--- src/rtl/sequence_round_ctrl.sv ---
`default_nettype none
// ============================================================================
// Module   : sequence_round_ctrl
// Purpose  : One sequence-game round: fetch a key, play it back, check presses.
//            Optional per-press input timeout: define SEQ_ROUND_CTRL_TIMEOUT_EN.
// Revision : 1.0 - initial release
// ============================================================================
module sequence_round_ctrl #(
    parameter logic [7:0]  SHOW_TICKS          = 8'd200,
    parameter logic [7:0]  GAP_TICKS           = 8'd50,
    parameter logic [7:0]  KEY_WAIT_TICKS      = 8'd16,
    parameter logic [15:0] INPUT_TIMEOUT_TICKS = 16'd5000
) (
    input  logic        clk,
    input  logic        rst,
    input  logic        tick,
    input  logic        start,
    input  logic [15:0] sequence_key,
    input  logic        key_valid,
    input  logic [3:0]  btn_n,
    output logic        build_req,
    output logic [3:0]  disp_nibble,
    output logic        disp_en,
    output logic        busy,
    output logic        pass,
    output logic        fail,
    output logic        fault
);

    typedef enum logic [2:0] {
        S_IDLE  = 3'd0,
        S_REQ   = 3'd1,
        S_SHOW  = 3'd2,
        S_GAP   = 3'd3,
        S_INPUT = 3'd4,
        S_PASS  = 3'd5,
        S_FAIL  = 3'd6
    } state_t;

    state_t      r_state;
    state_t      w_next;
    logic [15:0] r_key;
    logic [15:0] r_cnt;
    logic [1:0]  r_idx;
    logic [1:0]  w_idx_next;
    logic [3:0]  r_prev_btn;
    logic        r_pass;
    logic        r_fail;
    logic        r_fault;
    logic [15:0] w_term;
    logic [16:0] w_cnt_inc;
    logic        w_expire;
    logic        w_press;
    logic [3:0]  w_nib;
    logic        w_key_load;
    logic        w_fault_set;
    logic        w_cnt_restart;

`ifndef SEQ_ROUND_CTRL_TIMEOUT_EN
    logic w_unused_timeout;
    assign w_unused_timeout = ^INPUT_TIMEOUT_TICKS;
`endif

    always_comb begin
        w_term = 16'd0;
        case (r_state)
            S_REQ:   w_term = {8'd0, KEY_WAIT_TICKS};
            S_SHOW:  w_term = {8'd0, SHOW_TICKS};
            S_GAP:   w_term = {8'd0, GAP_TICKS};
`ifdef SEQ_ROUND_CTRL_TIMEOUT_EN
            S_INPUT: w_term = INPUT_TIMEOUT_TICKS;
`endif
            default: w_term = 16'd0;
        endcase
    end

    // A terminal count of 0 behaves like 1: the state ends on its first tick.
    assign w_cnt_inc = {1'b0, r_cnt} + 17'd1;
    assign w_expire  = tick && (w_cnt_inc >= {1'b0, w_term});
    assign w_press   = (r_prev_btn == 4'hF) && (btn_n != 4'hF);

    always_comb begin
        w_nib = r_key[15:12];
        case (r_idx)
            2'd1:    w_nib = r_key[11:8];
            2'd2:    w_nib = r_key[7:4];
            2'd3:    w_nib = r_key[3:0];
            default: w_nib = r_key[15:12];
        endcase
    end

    always_comb begin
        w_next        = r_state;
        w_idx_next    = r_idx;
        w_key_load    = 1'b0;
        w_fault_set   = 1'b0;
        w_cnt_restart = 1'b0;
        case (r_state)
            S_IDLE: if (start) w_next = S_REQ;
            S_REQ: begin
                if (key_valid) begin
                    w_key_load = 1'b1;
                    w_idx_next = 2'd0;
                    w_next     = S_SHOW;
                end else if (w_expire) begin
                    w_fault_set = 1'b1;
                    w_next      = S_IDLE;
                end
            end
            S_SHOW: if (w_expire) w_next = S_GAP;
            S_GAP: begin
                if (w_expire) begin
                    if (r_idx == 2'd3) begin
                        w_idx_next = 2'd0;
                        w_next     = S_INPUT;
                    end else begin
                        w_idx_next = r_idx + 2'd1;
                        w_next     = S_SHOW;
                    end
                end
            end
            S_INPUT: begin
                if (w_press) begin
                    if (btn_n != w_nib) begin
                        w_next = S_FAIL;
                    end else if (r_idx == 2'd3) begin
                        w_next = S_PASS;
                    end else begin
                        w_idx_next    = r_idx + 2'd1;
                        w_cnt_restart = 1'b1;
                    end
                end
`ifdef SEQ_ROUND_CTRL_TIMEOUT_EN
                else if (w_expire) begin
                    w_next = S_FAIL;
                end
`endif
            end
            S_PASS:  w_next = S_IDLE;
            S_FAIL:  w_next = S_IDLE;
            default: w_next = S_IDLE;
        endcase
    end

    always_ff @(posedge clk) begin
        if (!rst) begin
            r_state    <= S_IDLE;
            r_key      <= 16'h0;
            r_cnt      <= 16'd0;
            r_idx      <= 2'd0;
            r_prev_btn <= 4'hF;
            r_pass     <= 1'b0;
            r_fail     <= 1'b0;
            r_fault    <= 1'b0;
        end else begin
            r_state    <= w_next;
            r_idx      <= w_idx_next;
            r_prev_btn <= btn_n;
            if (w_key_load) r_key <= sequence_key;
            if ((w_next != r_state) || w_cnt_restart) begin
                r_cnt <= 16'd0;
            end else if (tick) begin
                r_cnt <= r_cnt + 16'd1;
            end
            if (w_fault_set) r_fault <= 1'b1;
            // Pulses are registered so the game FSM sees glitch-free strobes.
            r_pass <= (r_state == S_PASS);
            r_fail <= (r_state == S_FAIL) || w_fault_set;
        end
    end

    assign build_req   = (r_state == S_REQ);
    assign disp_en     = (r_state == S_SHOW);
    assign disp_nibble = disp_en ? w_nib : 4'hF;
    assign busy        = (r_state != S_IDLE);
    assign pass        = r_pass;
    assign fail        = r_fail;
    assign fault       = r_fault;

endmodule
`default_nettype wire

--- config.mk ---
export PLATFORM = sky130hd
export DESIGN_NAME = sequence_round_ctrl
export DESIGN_NICKNAME = d
export VERILOG_FILES = /design/src/rtl/sequence_round_ctrl.sv
export SDC_FILE = /design/constraint.sdc
export NUM_CORES = 1
export LEC_CHECK = 0
export CORE_ASPECT_RATIO = 0.9
export CORE_UTILIZATION = 59
export CTS_CLUSTER_SIZE = 8
export DETAILED_ROUTE_END_ITERATION = 10
export PLACE_DENSITY_LB_ADDON = 0.05
export RECOVER_POWER = 25
export SETUP_SLACK_MARGIN = 0.2
export SYNTH_ARGS = -nofsm -noshare
export SYNTH_HDL_FRONTEND = slang
export SYNTH_SLANG_ARGS = --single-unit
export TNS_END_PERCENT = 5
--- constraint.sdc ---
create_clock -name clk -period 9.9 [get_ports clk]
set_input_delay 1.98 -clock clk [delete_from_list [all_inputs] [get_ports clk]]
set_output_delay 1.98 -clock clk [all_outputs]
set_load 0.03 [all_outputs]
==> results.sh <==
export IMPL_worstMarginPinSlew_ps=959
export IMPL_die_h_um=64.9
export IMPL_numClockSinks=44
export IMPL_slew_violations=0
export IMPL_grt_pass1_vias=1973
export IMPL_crit_fanout=9
export IMPL_final_common_cell="nand2_1"
export IMPL_yosysWarnings=0
export IMPL_ff_latch_area_um2=881
export IMPL_critPathLaunchType="flop"
export IMPL_row_count=22
export IMPL_min_period_ps=4360
export IMPL_worstSetupPathType="reg -> out"
export IMPL_synth_flop_cell="dfxtp_1"
export IMPL_layout_drive_gt1_share=0.0785
export IMPL_cts_setup_buffers=0
export IMPL_clock_latency_ps=300
export IMPL_portBuffers=34
export IMPL_hp_class="reg -> reg"
export IMPL_grt_start_max_net_pins=20
export IMPL_avgRoutedWirePerCell_um=13.9
export IMPL_synth_edf_count=0
export IMPL_cp_num_buf_inv=1
export IMPL_fillers=344
export IMPL_num_io_pins=35
export IMPL_vias=2177
export IMPL_grt_overflow=0
export IMPL_rsz0062_at_grt="no"
export IMPL_max_stage_delay_ps=620
export IMPL_drtIter0Drc=189
export IMPL_clkTransAtPathRegs_ps=90
export IMPL_path_cells="ha_1, a222oi_1, mux2i_1, nand2b_1, clkdlybuf4s50_1"
export IMPL_slowest_stage="clkdlybuf4s50_1"
export IMPL_numCtsBuffers=5
export IMPL_cp_end_kind="output port"
export IMPL_viasPerCell=5.57
export IMPL_cts_htree_levels=2
export IMPL_cts_buffer_depth=2
export IMPL_grt_pass1_wl_um=9150
export IMPL_p_leak_nw=1.14
export IMPL_skew_ps=4.86
export IMPL_dp_hpwl_um=4020
export IMPL_layout_common_cells="nand2_1, dfxtp_1, clkdlybuf4s50_1, nor2_1, a21oi_1"
export IMPL_slew_headroom=0.358
export IMPL_setup_viol=0
export IMPL_cts_hold_buf=0
export IMPL_finalCritPeriodShare=0.440
export IMPL_synth_fp_nets=341
export IMPL_required_ps=7920
export IMPL_max_cap_violations=0
export IMPL_grt_usage=0.252
export IMPL_routed_wl_um=5430
export IMPL_synth_area_um2=2590
export IMPL_syn_avg_cell_area_um2=8.50
export IMPL_dieArea_um2=4660
export IMPL_async_reset_ff_frac=0
export IMPL_ys_types=58
export IMPL_multiInputGateArea_um2=1580
export IMPL_clock_tree_root_cell="clkbuf_8"
export IMPL_hold_viol=0
export IMPL_antenna_left=0
export IMPL_area_growth_pct=17.2
export IMPL_fmax_mhz=229
export IMPL_ir_worst_vdd_v=0.000105
export IMPL_yosysSeqAreaShare=0.340
export IMPL_power_density_nw_per_um2=135
export IMPL_nets=366
export IMPL_ys_ff_latch=44
export IMPL_ctsResizeCount=0
export IMPL_drt_first_pass_iters=4
export IMPL_routabilityCongestion=0.901
export IMPL_cp_data_arrival_time_ps=2380
export IMPL_status="complete, no violations"
export IMPL_final_util=0.731
export IMPL_route_detailed_drc=0
export IMPL_fin_setup_tns_ps=0
export IMPL_antenna_found_initial=0
export IMPL_synthCells=305
export IMPL_start_util=0.623
export IMPL_fp_dieW_um=71.9
export IMPL_cts_tree="built"
export IMPL_crit_family="buffers and inverters"
export IMPL_coreArea_um2=4160
export IMPL_diodes=0
-- logic make-up (layout without fill, tap and decap cells) --
logic type	Yosys count	count (layout)	share of synthesized area
AND/OR/NAND/NOR	137	137	0.296
AO/OA/AOI/OAI	48	48	0.132
flip-flops	44	44	0.340
buffers and inverters	29	55	0.0521
XOR/XNOR	27	27	0.0913
adder cells (fa/ha/maj)	11	11	0.0531
multiplexers	9	9	0.0348
-- routing by layer --
layer	global-route usage	part of all wire	vias to the layer above	wire (um)
met5	0	0	-	0
met4	0.0980	0.019	0	105
met3	0.0435	0.041	11	222
met2	0.381	0.43	54	2330
met1	0.356	0.51	1007	2770
li1	-	-	1105	-
-- area by class of cell --
cell class	count	share of cell area
clock inverters	3	0.0157
multi-input cells	232	0.519
inverters	13	0.0161
flip-flops and latches	44	0.290
clock buffers	5	0.0227
well taps	60	0.0247
repair buffers	34	0.112
-- registers in the layout (all words and copies together) (netlist names) --
register / count
fault: 1
r_idx: 2
r_state: 3
r_key: 16
fail: 1
r_prev_btn: 4
r_cnt: 16
pass: 1
-- cell usage after synthesis, types with 2 or more instances --
library cell,instances,share of area
xor2_1,12,0.041
o31ai_1,2,0.0058
and2_1,4,0.0097
mux2i_1,9,0.035
inv_1,12,0.017
o21ai_0,2,0.0039
o21a_1,4,0.012
and4_1,2,0.0068
ha_1,11,0.053
a31oi_1,2,0.0048
nand2b_1,9,0.022
a222oi_1,4,0.015
nand2_1,54,0.078
xnor2_1,15,0.051
nand3_1,9,0.017
nor2_1,20,0.029
and3_1,2,0.0048
a21oi_1,20,0.039
nor2_4,10,0.043
clkbuf_1,11,0.016
dfxtp_1,44,0.34
nand4_1,10,0.024
nor2b_1,2,0.0048
-- through the flow --
stage / setup slack (ps) / hold slack [ps] / total power, mW / cells / cell area (um^2)
after global placement: 5980 / 445 / 0.271 / 383 / 2920
after CTS: 5540 / 461 / 0.413 / 391 / 3040
after floorplan: 5840 / 436 / 0.250 / 305 / 2590
final: 5540 / 463 / 0.411 / 391 / 3040
after global routing: 5430 / 481 / 0.425 / 391 / 3040
after detailed placement: 5860 / 448 / 0.272 / 383 / 2920
-- path summary, 6_finish.rpt --
path              start        endpoint  slack, ps  cells past startpoint
max reg2reg  r_state[1]        r_cnt[0]       6340                     10
min               fault           fault        460                      1
min reg2reg       fault           fault        460                      1
max            r_idx[0]  disp_nibble[3]       5540                      5
-- report_power, final --
group	switching (mW)	internal [mW]	leakage, nW
clock network	0.0664	0.0760	0.0583
logic	0.0448	0.0330	0.722
registers	0.00717	0.183	0.357
Power figures use the tool's default switching activity.
